### src/rtl/fetch_stage.sv
// Instruction-fetch stage: owns the PC, runs a level req/ack handshake with imem, feeds IF/ID.
// Optional perf counters are built only when FETCH_PERF_CNT_EN is defined.
//
// state | meaning
// IDLE  | first cycle after reset release, no request
// FETCH | request to imem at pc held until ack
// HOLD  | fetched instr parked while downstream stalls, no request
module fetch_stage #(
  parameter int unsigned           ADDR_WIDTH  = 32,
  parameter int unsigned           INSTR_WIDTH = 32,
  parameter logic [ADDR_WIDTH-1:0] RESET_PC    = '0,
  parameter int unsigned           PC_STEP     = 4
) (
  input  logic                   clk,
  input  logic                   rst,
  input  logic                   i_stall,
  input  logic                   i_redirect,
  input  logic [ADDR_WIDTH-1:0]  i_redirect_pc,
  output logic                   o_imem_req,
  output logic [ADDR_WIDTH-1:0]  o_imem_addr,
  input  logic                   i_imem_ack,
  input  logic [INSTR_WIDTH-1:0] i_imem_data,
  output logic                   o_valid,
  output logic [ADDR_WIDTH-1:0]  o_pc,
  output logic [INSTR_WIDTH-1:0] o_instr,
  output logic                   o_write_en,
  output logic [31:0]            o_fetch_cnt,
  output logic [31:0]            o_stall_cnt
);

  typedef enum logic [1:0] {IDLE, FETCH, HOLD} state_t;

  localparam logic [ADDR_WIDTH-1:0] STEP = ADDR_WIDTH'(PC_STEP);

  state_t                 state, state_n;
  logic [ADDR_WIDTH-1:0]  pc, pc_n;
  logic                   drop, drop_n;
  logic                   flush_pend, flush_pend_n;
  logic [INSTR_WIDTH-1:0] hold_instr, hold_instr_n;
  logic                   valid_n;
  logic [ADDR_WIDTH-1:0]  opc_n;
  logic [INSTR_WIDTH-1:0] oinstr_n;
  logic                   deliver;

  assign o_imem_req  = (state == FETCH);
  assign o_imem_addr = pc;
  assign o_write_en  = ~i_stall;

  always_ff @(posedge clk or negedge rst) begin
    if (!rst) begin
      state      <= IDLE;
      pc         <= RESET_PC;
      drop       <= 1'b0;
      flush_pend <= 1'b0;
      hold_instr <= '0;
      o_valid    <= 1'b0;
      o_pc       <= '0;
      o_instr    <= '0;
    end else begin
      state      <= state_n;
      pc         <= pc_n;
      drop       <= drop_n;
      flush_pend <= flush_pend_n;
      hold_instr <= hold_instr_n;
      o_valid    <= valid_n;
      o_pc       <= opc_n;
      o_instr    <= oinstr_n;
    end
  end

  always_comb begin
    state_n      = state;
    pc_n         = pc;
    drop_n       = drop;
    flush_pend_n = flush_pend;
    hold_instr_n = hold_instr;
    valid_n      = o_valid;
    opc_n        = o_pc;
    oinstr_n     = o_instr;
    deliver      = 1'b0;

    if (i_redirect) begin
      // Only a FETCH without ack this cycle leaves a response in flight to discard.
      pc_n         = i_redirect_pc;
      state_n      = FETCH;
      drop_n       = (state == FETCH) && !i_imem_ack;
      flush_pend_n = i_stall;
      if (!i_stall) valid_n = 1'b0;
    end else begin
      case (state)
        IDLE: state_n = FETCH;
        FETCH: begin
          if (i_imem_ack) begin
            drop_n = 1'b0;
            if (!drop) begin
              if (i_stall || flush_pend) begin
                hold_instr_n = i_imem_data;
                state_n      = HOLD;
              end else begin
                deliver  = 1'b1;
                valid_n  = 1'b1;
                opc_n    = pc;
                oinstr_n = i_imem_data;
                pc_n     = pc + STEP;
              end
            end
          end
        end
        HOLD: begin
          if (!i_stall && !flush_pend) begin
            deliver  = 1'b1;
            valid_n  = 1'b1;
            opc_n    = pc;
            oinstr_n = hold_instr;
            pc_n     = pc + STEP;
            state_n  = FETCH;
          end
        end
        default: state_n = IDLE;
      endcase
      // A flush deferred by a stall becomes the bubble on the first free cycle.
      if (!i_stall && !deliver) valid_n = 1'b0;
      if (!i_stall) flush_pend_n = 1'b0;
    end
  end

`ifdef FETCH_PERF_CNT_EN
  logic [31:0] fetch_cnt;
  logic [31:0] stall_cnt;

  always_ff @(posedge clk or negedge rst) begin
    if (!rst) begin
      fetch_cnt <= 32'h0;
      stall_cnt <= 32'h0;
    end else begin
      fetch_cnt <= fetch_cnt + 32'(deliver);
      stall_cnt <= stall_cnt + 32'(i_stall);
    end
  end

  assign o_fetch_cnt = fetch_cnt;
  assign o_stall_cnt = stall_cnt;
`else
  assign o_fetch_cnt = 32'h0;
  assign o_stall_cnt = 32'h0;
`endif

endmodule

### config.mk
export PLATFORM = sky130hd
export DESIGN_NAME = fetch_stage
export DESIGN_NICKNAME = d
export VERILOG_FILES = /design/src/rtl/fetch_stage.sv
export SDC_FILE = /design/constraint.sdc
export NUM_CORES = 1
export LEC_CHECK = 0
export ABC_CLOCK_PERIOD_IN_PS = 2300
export CORE_ASPECT_RATIO = 0.7
export CORE_MARGIN = 3
export CORE_UTILIZATION = 41
export DETAILED_ROUTE_END_ITERATION = 8
export PLACE_DENSITY_LB_ADDON = 0.12
export RECOVER_POWER = 50
export SYNTH_ARGS = -nofsm -noshare
export SYNTH_HDL_FRONTEND = slang
export SYNTH_SLANG_ARGS = --single-unit
### constraint.sdc
create_clock -name clk -period 2.3 [get_ports clk]
set_input_delay 0.46 -clock clk [delete_from_list [all_inputs] [get_ports clk]]
set_output_delay 0.46 -clock clk [all_outputs]
set_load 0.02 [all_outputs]
==> reports/results.ini <==
[run_status]
status = completed

[die]
rows = 38
core_area_mm2 = 0.0156
die_x_um = 158
chipHeight_um = 112
die_area_mm2 = 0.0177
start_util_pct = 42.2
io-pin-count = 232

[synthesis]
yosys.area.top_type_share_pct = 50.4
syn_area_mm2 = 0.00660
yosys.area.top_type = dfrtp_1
ys_ff_latch = 133
ys_seq_area_share_pct = 50.4
synthDistinctLibCells = 40
synth_commonest_cells = dfrtp_1, mux2_2, buf_4, nor2_1
synth-main-ff-cell = dfrtp_1
syn_area_per_cell_um2 = 12.0
yosysMostFrequentCell = dfrtp_1
synth_edf_count = 0
postSynth.asyncResetShare_pct = 100
synth_cells = 550
yosys_warnings = 0
synth_area_leaders = dfrtp_1, mux2_2, buf_4, or4_1, o31ai_1

[routing]
totalWireLength_um = 15700
dr.pass1.iters = 4
vias_per_cell = 5.04
avgRoutedWirePerCell_um = 16.4
ant_nets = 0
vias = 4827
drt_iter0_drc = 188
route.detailed.drc = 0

[critical_path]
start_kind = register
cp_max_fo = 39
cp_slowest_cell = or4_1
end_kind = register
crit_chain = inv_1 > ha_1 > nand3b_1 > a211o_1 > buf_12 > or4_1 > a31oi_1
crit_type = register to register
critical-path-max-stage-delay_ns = 0.50
timing.critical_path.buf_inv = 2
cp.arrival_ns = 2.52
crit_family = simple AND/OR/NAND/NOR gates
cp.required_ns = 2.62

[power]
worst_ir_drop_vdd_mv = 0.636
p_leak_uw = 0.00378
p_total_uw = 10900
powerDensity_mw_per_mm2 = 1190

[finish]
fill_cells = 1319
fin_nets = 819
fin_util_pct = 58.1
antenna_cells = 0
drive_gt1_share_pct = 27.2
syn2layout_area_growth_pct = 37.8

[hold_path]
min_path_type = primary input to asynchronous set/reset pin

[placed_design]
hpwl_um = 11400
place.gp.congestion = 0.781
post-place-ws_ns = -0.246
io_buffer_count = 167

[run]
maxCapViolCount = 0

[global_routing]
grt.busiest_layer = met2
grt_max_degree = 59
grtUsageMet3_pct = 6.20
grt_use_met2_pct = 27.0
antenna_found_initial = 2
grt_use_met1_pct = 24.3
grt_pass1_wl_um = 24900
grt_use_total_pct = 17.7
grt_overflow = 0
grt_pass1_vias = 4786

[sta]
hold_viol = 0
max_slew_margin_pct = 1.93
worst_pin_slew_ns = 1.47
clock_skew_ns = 0.0142
min_period_ns = 2.20
fmaxAchievable_mhz = 455
setup_viol = 0
slew_violations = 0
tns_ns = 0
finalCritPeriodShare_pct = 95.6
worst_slack_ns = 0.102

[clock_network]
postCtsSetupRepairBufs = 0
cts_tree = built
clock_sinks = 133
clk_latency_ns = 0.42
htreeDepth = 4
clock_path_buffers = 2
clock-root-buffer = clkbuf_16
cts_buffers = 17
cts_hold_buffers = 0
clk_pin_slew_ns = 0.06

## per-layer routing
metal	vias to the layer above	part of all wire, %
li1	2260	-
met1	2393	46
met2	154	47
met3	16	6.7
met4	4	0.85
met5	-	0.17
## kinds of logic after synthesis
family	Yosys count	synth area share, %
buffers and inverters	104	9.75
adders and majority gates	5	0.948
xor gates and xnor gates	9	1.19
AOI/OAI and AO/OA	68	6.73
other	1	0.0568
and+or+nand+nor	95	7.91
muxes	135	23.0
DFF	133	50.4
## flip-flops by register name (all words and copies together) (netlist names)
name,count
o_valid,1
flush_pend,1
o_instr,32
o_pc,32
o_imem_addr,32
drop,1
hold_instr,32
state,2
## worst paths after layout
check | from | end | slack (ns) | depth (start not counted)
max | state[1]$_DFFE_PN0P_ | o_imem_addr[26]$_DFFE_PN0P_ | 0.10 | 7
min | rst | o_pc[23]$_DFFE_PN0P_ | 0.40 | 1
max reg2reg | state[1]$_DFFE_PN0P_ | o_imem_addr[26]$_DFFE_PN0P_ | 0.10 | 7
min reg2reg | o_pc[20]$_DFFE_PN0P_ | o_pc[20]$_DFFE_PN0P_ | 0.49 | 1
max in group asynchronous | rst | o_pc[19]$_DFFE_PN0P_ | 0.52 | 2
min in group clk | o_pc[20]$_DFFE_PN0P_ | o_pc[20]$_DFFE_PN0P_ | 0.49 | 1
## worst reg2reg max path: cells and delay by family, from the launching register on
family,cells,cell delay (ns)
AO/OA/AOI/OAI,2,0.53
adder cells (fa/ha/maj),1,0.22
buffers and inverters,2,0.31
flip-flops,1,0.39
AND/OR/NAND/NOR,2,0.68
## final cells by class
cell class                      instances  area, um2  share of cell area, %
Multi-Input combinational cell        376       2880                   31.7
Clock inverter                          8        101                   1.11
Timing Repair Buffer                  207       2020                   22.3
Sequential cell                       133       3330                   36.6
Inverter                               10       37.5                  0.413
Tap cell                              200        250                   2.75
Clock buffer                           23        468                   5.15
## through the flow
stage	instances	hold slack [ns]	area [um2]
2_1_floorplan	613	0.164	6830
3_3_place_gp	926	0.463	8560
3_5_place_dp	926	0.475	8560
4_1_cts	957	0.0364	9130
5_1_grt	957	0.512	9090
6_report	957	0.397	9090
## placed cells by master (no fill, tap or decap), drive strengths merged, types with 6 or more instances in the layout
master         instances
a31oi                 19
buf                   36
clkbuf                28
clkdlybuf4s50        125
conb                  64
dfrtp                133
dlygate4sd3           39
inv                   10
mux2                 131
nand2                 18
nand3                 11
nand4                  6
nor2                  23
o21ai                 16
o31ai                 17
or4                   18
xnor2                  8
## power breakdown
group	internal [uW]	total (uW)	switching, uW	leakage [uW]
registers	3300	3780	481	0.00156
clock network	1640	2610	964	0.000269
logic	2350	4470	2110	0.00195
## timing repair
action                     in CTS  in global routing
pin swaps                       0                  0
gates resized for setup         1                  2
gates cloned                    0                  0
setup endpoints to repair       1                  2
(Power assumes the default switching activity.)
